File: config.mk
export PLATFORM = sky130hd
export DESIGN_NAME = mem_arbiter
export DESIGN_NICKNAME = d
export VERILOG_FILES = /design/src/rtl/mem_arb_pkg.sv /design/src/rtl/mem_arbiter_arb_pick.sv /design/src/rtl/mem_arbiter.sv
export SDC_FILE = /design/constraint.sdc
export NUM_CORES = 1
export LEC_CHECK = 0
export BUFFER_PORTS_ARGS = -buffer_cell sky130_fd_sc_hd__buf_4
export CELL_PAD_IN_SITES_DETAIL_PLACEMENT = 0
export CELL_PAD_IN_SITES_GLOBAL_PLACEMENT = 1
export CORE_ASPECT_RATIO = 0.5
export CORE_UTILIZATION = 23
export DETAILED_ROUTE_END_ITERATION = 10
export GPL_TIMING_DRIVEN = 0
export HOLD_SLACK_MARGIN = 0.12
export PLACE_DENSITY = 0.78
export SLEW_MARGIN = 20
export SYNTH_ARGS = -nofsm -noshare
export SYNTH_HDL_FRONTEND = slang
export SYNTH_SLANG_ARGS = --single-unit
export TNS_END_PERCENT = 30
File: constraint.sdc
create_clock -name clk -period 2.35 [get_ports clk]
set_input_delay 0.235 -clock clk [delete_from_list [all_inputs] [get_ports clk]]
set_output_delay 0.235 -clock clk [all_outputs]
set_load 0.02 [all_outputs]
File: src/rtl/mem_arb_pkg.sv
// Shared types and constants for the core/debug memory arbiter.
// Optional build macro ARB_ROUND_ROBIN_EN selects round-robin arbitration.
package mem_arb_pkg;

  typedef enum logic {
    IDLE    = 1'b0,
    RD_WAIT = 1'b1
  } state_e;

  localparam logic REQ_CORE = 1'b0;
  localparam logic REQ_DBG  = 1'b1;

  localparam int unsigned DEF_AW = 32;
  localparam int unsigned DEF_DW = 32;

endpackage

File: src/rtl/mem_arbiter_arb_pick.sv
// Winner selector for the memory arbiter: fixed core-first priority with a debug
// starvation guard, or round-robin when ARB_ROUND_ROBIN_EN is defined.
module arb_pick
  import mem_arb_pkg::*;
#(
  parameter int unsigned STARVE_LIMIT = 8
) (
  input  logic clk,
  input  logic reset,
  input  logic arb_en,
  input  logic core_elig,
  input  logic dbg_elig,
  output logic pick_core,
  output logic pick_dbg
);

`ifdef ARB_ROUND_ROBIN_EN

  logic last_winner_q, last_winner_d;

  always_comb begin
    pick_core = 1'b0;
    pick_dbg  = 1'b0;
    if (arb_en) begin
      if (core_elig && dbg_elig) begin
        if (last_winner_q == REQ_CORE) pick_dbg = 1'b1;
        else                           pick_core = 1'b1;
      end else if (core_elig) begin
        pick_core = 1'b1;
      end else if (dbg_elig) begin
        pick_dbg = 1'b1;
      end
    end
  end

  always_comb begin
    last_winner_d = last_winner_q;
    if (pick_core)     last_winner_d = REQ_CORE;
    else if (pick_dbg) last_winner_d = REQ_DBG;
  end

  always_ff @(posedge clk) begin
    if (reset) last_winner_q <= REQ_DBG;
    else       last_winner_q <= last_winner_d;
  end

`else

  localparam int unsigned CW = $clog2(STARVE_LIMIT + 1);
  localparam logic [CW-1:0] LIMIT = CW'(STARVE_LIMIT);

  logic [CW-1:0] starve_cnt_q, starve_cnt_d;

  always_comb begin
    pick_core = 1'b0;
    pick_dbg  = 1'b0;
    if (arb_en) begin
      if (core_elig && dbg_elig) begin
        if (starve_cnt_q == LIMIT) pick_dbg = 1'b1;
        else                       pick_core = 1'b1;
      end else if (core_elig) begin
        pick_core = 1'b1;
      end else if (dbg_elig) begin
        pick_dbg = 1'b1;
      end
    end
  end

  // Counter only moves in arbitration cycles, so it holds across RD_WAIT.
  always_comb begin
    starve_cnt_d = starve_cnt_q;
    if (arb_en) begin
      if (!dbg_elig || pick_dbg)   starve_cnt_d = '0;
      else if (starve_cnt_q != LIMIT) starve_cnt_d = starve_cnt_q + 1'b1;
    end
  end

  always_ff @(posedge clk) begin
    if (reset) starve_cnt_q <= '0;
    else       starve_cnt_q <= starve_cnt_d;
  end

`endif

endmodule

File: src/rtl/mem_arbiter.sv
// Arbitrates the unified single-port memory between the core and the debug/loader
// port, tracks the one-cycle read latency and stalls the core. Macro: ARB_ROUND_ROBIN_EN.
module mem_arbiter
  import mem_arb_pkg::*;
#(
  parameter int unsigned AW           = DEF_AW,
  parameter int unsigned DW           = DEF_DW,
  parameter int unsigned STARVE_LIMIT = 8
) (
  input  logic          clk,
  input  logic          reset,
  input  logic          core_req,
  input  logic          core_we,
  input  logic [AW-1:0] core_adr,
  input  logic [DW-1:0] core_wdata,
  output logic          core_gnt,
  output logic          core_rvalid,
  output logic          core_stall,
  input  logic          dbg_req,
  input  logic          dbg_we,
  input  logic [AW-1:0] dbg_adr,
  input  logic [DW-1:0] dbg_wdata,
  output logic          dbg_gnt,
  output logic          dbg_rvalid,
  input  logic          dbg_lock,
  output logic [DW-1:0] rdata,
  output logic          mem_en,
  output logic          mem_we,
  output logic [AW-1:0] mem_adr,
  output logic [DW-1:0] mem_wdata,
  input  logic [DW-1:0] mem_rdata
);

  state_e        state_q, state_d;
  logic          owner_q, owner_d;
  logic [DW-1:0] rdata_q, rdata_d;
  logic          core_elig, dbg_elig, arb_en;
  logic          pick_core, pick_dbg;

  // if-based qualification turns an unknown request into "not requesting",
  // so it cannot reach the grant or mem_we paths.
  always_comb begin
    core_elig = 1'b0;
    dbg_elig  = 1'b0;
    if (core_req && !dbg_lock) core_elig = 1'b1;
    if (dbg_req)               dbg_elig  = 1'b1;
    arb_en = (state_q == IDLE) && !reset;
  end

  arb_pick #(
    .STARVE_LIMIT(STARVE_LIMIT)
  ) u_arb_pick (
    .clk      (clk),
    .reset    (reset),
    .arb_en   (arb_en),
    .core_elig(core_elig),
    .dbg_elig (dbg_elig),
    .pick_core(pick_core),
    .pick_dbg (pick_dbg)
  );

  always_ff @(posedge clk) begin
    if (reset) begin
      state_q <= IDLE;
      owner_q <= REQ_CORE;
      rdata_q <= '0;
    end else begin
      state_q <= state_d;
      owner_q <= owner_d;
      rdata_q <= rdata_d;
    end
  end

  always_comb begin
    state_d = state_q;
    owner_d = owner_q;
    rdata_d = rdata_q;
    case (state_q)
      IDLE: begin
        if (pick_core && !core_we) begin
          state_d = RD_WAIT;
          owner_d = REQ_CORE;
        end else if (pick_dbg && !dbg_we) begin
          state_d = RD_WAIT;
          owner_d = REQ_DBG;
        end
      end
      RD_WAIT: begin
        state_d = IDLE;
        rdata_d = mem_rdata;
      end
      default: state_d = IDLE;
    endcase
  end

  // Outputs are forced quiet while reset is high, which also drops an in-flight read.
  always_comb begin
    core_gnt    = 1'b0;
    dbg_gnt     = 1'b0;
    core_rvalid = 1'b0;
    dbg_rvalid  = 1'b0;
    core_stall  = 1'b0;
    mem_en      = 1'b0;
    mem_we      = 1'b0;
    mem_adr     = '0;
    mem_wdata   = '0;
    rdata       = rdata_q;
    if (!reset) begin
      core_gnt = pick_core;
      dbg_gnt  = pick_dbg;
      if (pick_core) begin
        mem_en    = 1'b1;
        mem_we    = core_we;
        mem_adr   = core_adr;
        mem_wdata = core_wdata;
      end else if (pick_dbg) begin
        mem_en    = 1'b1;
        mem_we    = dbg_we;
        mem_adr   = dbg_adr;
        mem_wdata = dbg_wdata;
      end
      if (state_q == RD_WAIT) begin
        rdata       = mem_rdata;
        core_rvalid = (owner_q == REQ_CORE);
        dbg_rvalid  = (owner_q == REQ_DBG);
        if (owner_q == REQ_CORE) core_stall = 1'b1;
      end
      if (core_req && !pick_core) core_stall = 1'b1;
    end
  end

endmodule

==> out/metrics.cfg <==
[floorplan]
die_w_um = 151
rows = 26
core_area_mm2 = 0.0105
pin_count = 270
dieArea_mm2 = 0.0116
die_y_um = 76.6
initial_core_util_pct = 24.4

[timing]
period_minus_slack_ps = 2290
hold_violations = 0
setup_slack_ps = 61.9
grt_setup_unrepaired = yes
skew_ps = 1.58
relSlewSlack_pct = 65.6
max_freq_mhz = 437
setup_viol = 0
finalMaxSlewViolations = 0
max_slew.worst_pin.slew_ps = 516
final.setup.tns_ps = 0
finalCritPeriodShare_pct = 97.4
whs_ps = 164

[grt]
first_global_vias = 2983
antenna_found_initial = 0
grt_start_max_net_pins = 13
grt_overflow = 0
grt_use_total_pct = 16.7
grt_pass1_wl_um = 15300

[cts]
tritoncts = done
clk_latency_ps = 280
cts-root-buf = clkbuf_16
cts_made_buffers = 5
cts_sinks = 38
cts_buffer_depth = 2
cts-hold-fix-buffers = 0
h-tree-depth = 2
path_clk_slew_ps = 60

[layout]
final_cell_area_mm2 = 0.00502
area_growth_pct = 95.9
nets = 723
final_cells = 695
drive_above_1_share_pct = 62.3
utilization_pct = 47.7
n_antenna_cell = 0

[worst_setup_path]
worst-setup-path-type = reg2out
r2r_slack_ps = 570
worst-path-max-fanout = 10
critPathRequiredTime_ps = 2120
critPathLaunchType = flop
crit_arrival_ps = 2050
endpoint_kind = output pin

[power]
p_leak_nw = 2.52
power.internal_mw = 1.53
power_density_mw_per_mm2 = 432
vdd_ir_drop_max_mv = 0.299
switching_share_pct = 29.2
power_frac_seq_pct = 31.4
pwr-share-clk_pct = 31.3
switchingPower_mw = 0.632
total_power_mw = 2.17
comb_power_share_pct = 37.2

[synthesis]
synth_edf_count = 0
syn-instance-count = 271
yosysUniqueCellTypes = 34
synthAdderAreaFrac_pct = 0.977
yosysWarnings = 0
synth_compound_area_share_pct = 25.2
synth_area_mm2 = 0.00256
synth-simple-area-share_pct = 10.9
synth.mux.area_fraction_pct = 26.6
ys_ff_latch = 38
synth-seq-area-share_pct = 29.7
synth_ff_type = dfxtp_1
synth-xor-area-share_pct = 0
syn-num-nets = 440
avgSynthCellArea_um2 = 9.45
synth_top_family_by_area = multiplexers
ys_async_sr_fraction_pct = 0

[drt]
dr.first_iter.drc_count = 97
routed-via-count = 3114
wl_per_cell_um = 15.0
antenna_left = 0
drc = 0
dr.pass1.iters = 4
wl_um = 10400
vias_per_cell = 4.48

[run]
maxCapViolations = 0

[outcome]
status = finished, final reports clean

[placed_design]
dp_worst_setup_slack_ps = 53.1
dpl_cell_area_mm2 = 0.00476
io_buffer_count = 269
dp_hpwl_um = 8230
dpl.cell_count = 680
place_congestion = 0.737

[min_path]
hp-class = in2reg

==> area by class of cell <==
class	count	area [um^2]
Buffer	28	185
Clock buffer	6	139
Clock inverter	2	12.5
Fill cell	1040	5490
Inverter	7	26.3
Multi-Input combinational cell	198	1640
Sequential cell	38	768
Tap cell	140	175
Timing Repair Buffer	276	2070
==> cells in the mapped netlist, drive strengths merged (2+ instances only) <==
cell / count / area (um^2)
a22o: 65 / 569
dfxtp: 38 / 761
nor2: 35 / 139
mux2: 32 / 360
mux2i: 32 / 320
buf: 18 / 106
clkbuf: 10 / 37.5
inv: 7 / 26.3
nand2: 5 / 18.8
a21oi: 4 / 20.0
and2: 2 / 12.5
and3b: 2 / 17.5
ha: 2 / 25.0
nand3: 2 / 10.0
or4b: 2 / 23.8
==> worst paths after layout <==
kind,start,endpoint,depth (start not counted)
max,u_arb_pick.starve_cnt_q[0]$_SDFFE_PP0P_,mem_wdata[27],8
min,core_we,state_q$_SDFF_PP0_,2
min reg2reg,rdata_q[5]$_SDFF_PP0_,rdata_q[5]$_SDFF_PP0_,2
max reg2reg,state_q$_SDFF_PP0_,owner_q$_SDFFE_PP0P_,7
==> sequential cells by signal (all words and copies together), names as in the netlist <==
| signal | flops |
|---|---|
| rdata_q | 32 |
| u_arb_pick.starve_cnt_q | 4 |
| owner_q | 1 |
| state_q | 1 |
==> cells by family (layout without fill, tap and decap cells) <==
kind of cell	count (synthesis)	after routing
muxes	64	64
buffers and inverters	35	319
DFF	38	38
AOI/OAI and AO/OA	76	76
adders and majority gates	2	2
and+or+nand+nor	56	56
==> placed cells by master, fill, tap and decap left out, types with 2 or more instances in the layout <==
cell type / count
buf_4: 275
a22o_1: 65
dfxtp_1: 36
nor2_1: 34
mux2_2: 32
mux2i_1: 32
buf_2: 12
inv_1: 7
clkbuf_1: 5
nand2_1: 5
clkbuf_16: 5
buf_6: 4
clkbuf_8: 4
a21oi_1: 4
clkbuf_2: 2
and2_1: 2
buf_1: 2
nand3_1: 2
dfxtp_4: 2
==> worst max-delay path, stage by stage, from the launching register on <==
cell,delay (ps)
dfxtp_4,350
inv_1,40
ha_2,190
and3b_2,210
o211a_4,250
buf_6,150
clkbuf_8,160
a22o_1,250
buf_4,160
==> what timing repair did <==
item,in CTS,in global routing
endpoints found under the setup margin,58,59
setup buffers,0,6
cloned,0,1
pin swaps,1,5
hold endpoints to repair,0,0
gates resized for setup,15,7
==> metal layers <==
| layer | share of wire [%] | vias up | global-route usage (%) |
|---|---|---|---|
| met5 | 0 | - | 0 |
| met4 | 2.1 | 0 | 6.00 |
| met3 | 6.1 | 17 | 2.46 |
| met2 | 47 | 105 | 28.6 |
| met1 | 45 | 1407 | 21.0 |
| li1 | - | 1585 | - |
==> power by group through the flow <==
stage / clock [mW] / sequential, mW / combinational, mW
after floorplan: 0 / 0.694 / 0.369
after detailed placement: 0 / 0.696 / 0.795
after global placement: 0 / 0.696 / 0.791
after global routing: 0.725 / 0.684 / 0.861
final: 0.679 / 0.681 / 0.807
after CTS: 0.700 / 0.683 / 0.807
No activity file was read; power rests on OpenSTA's default activity.
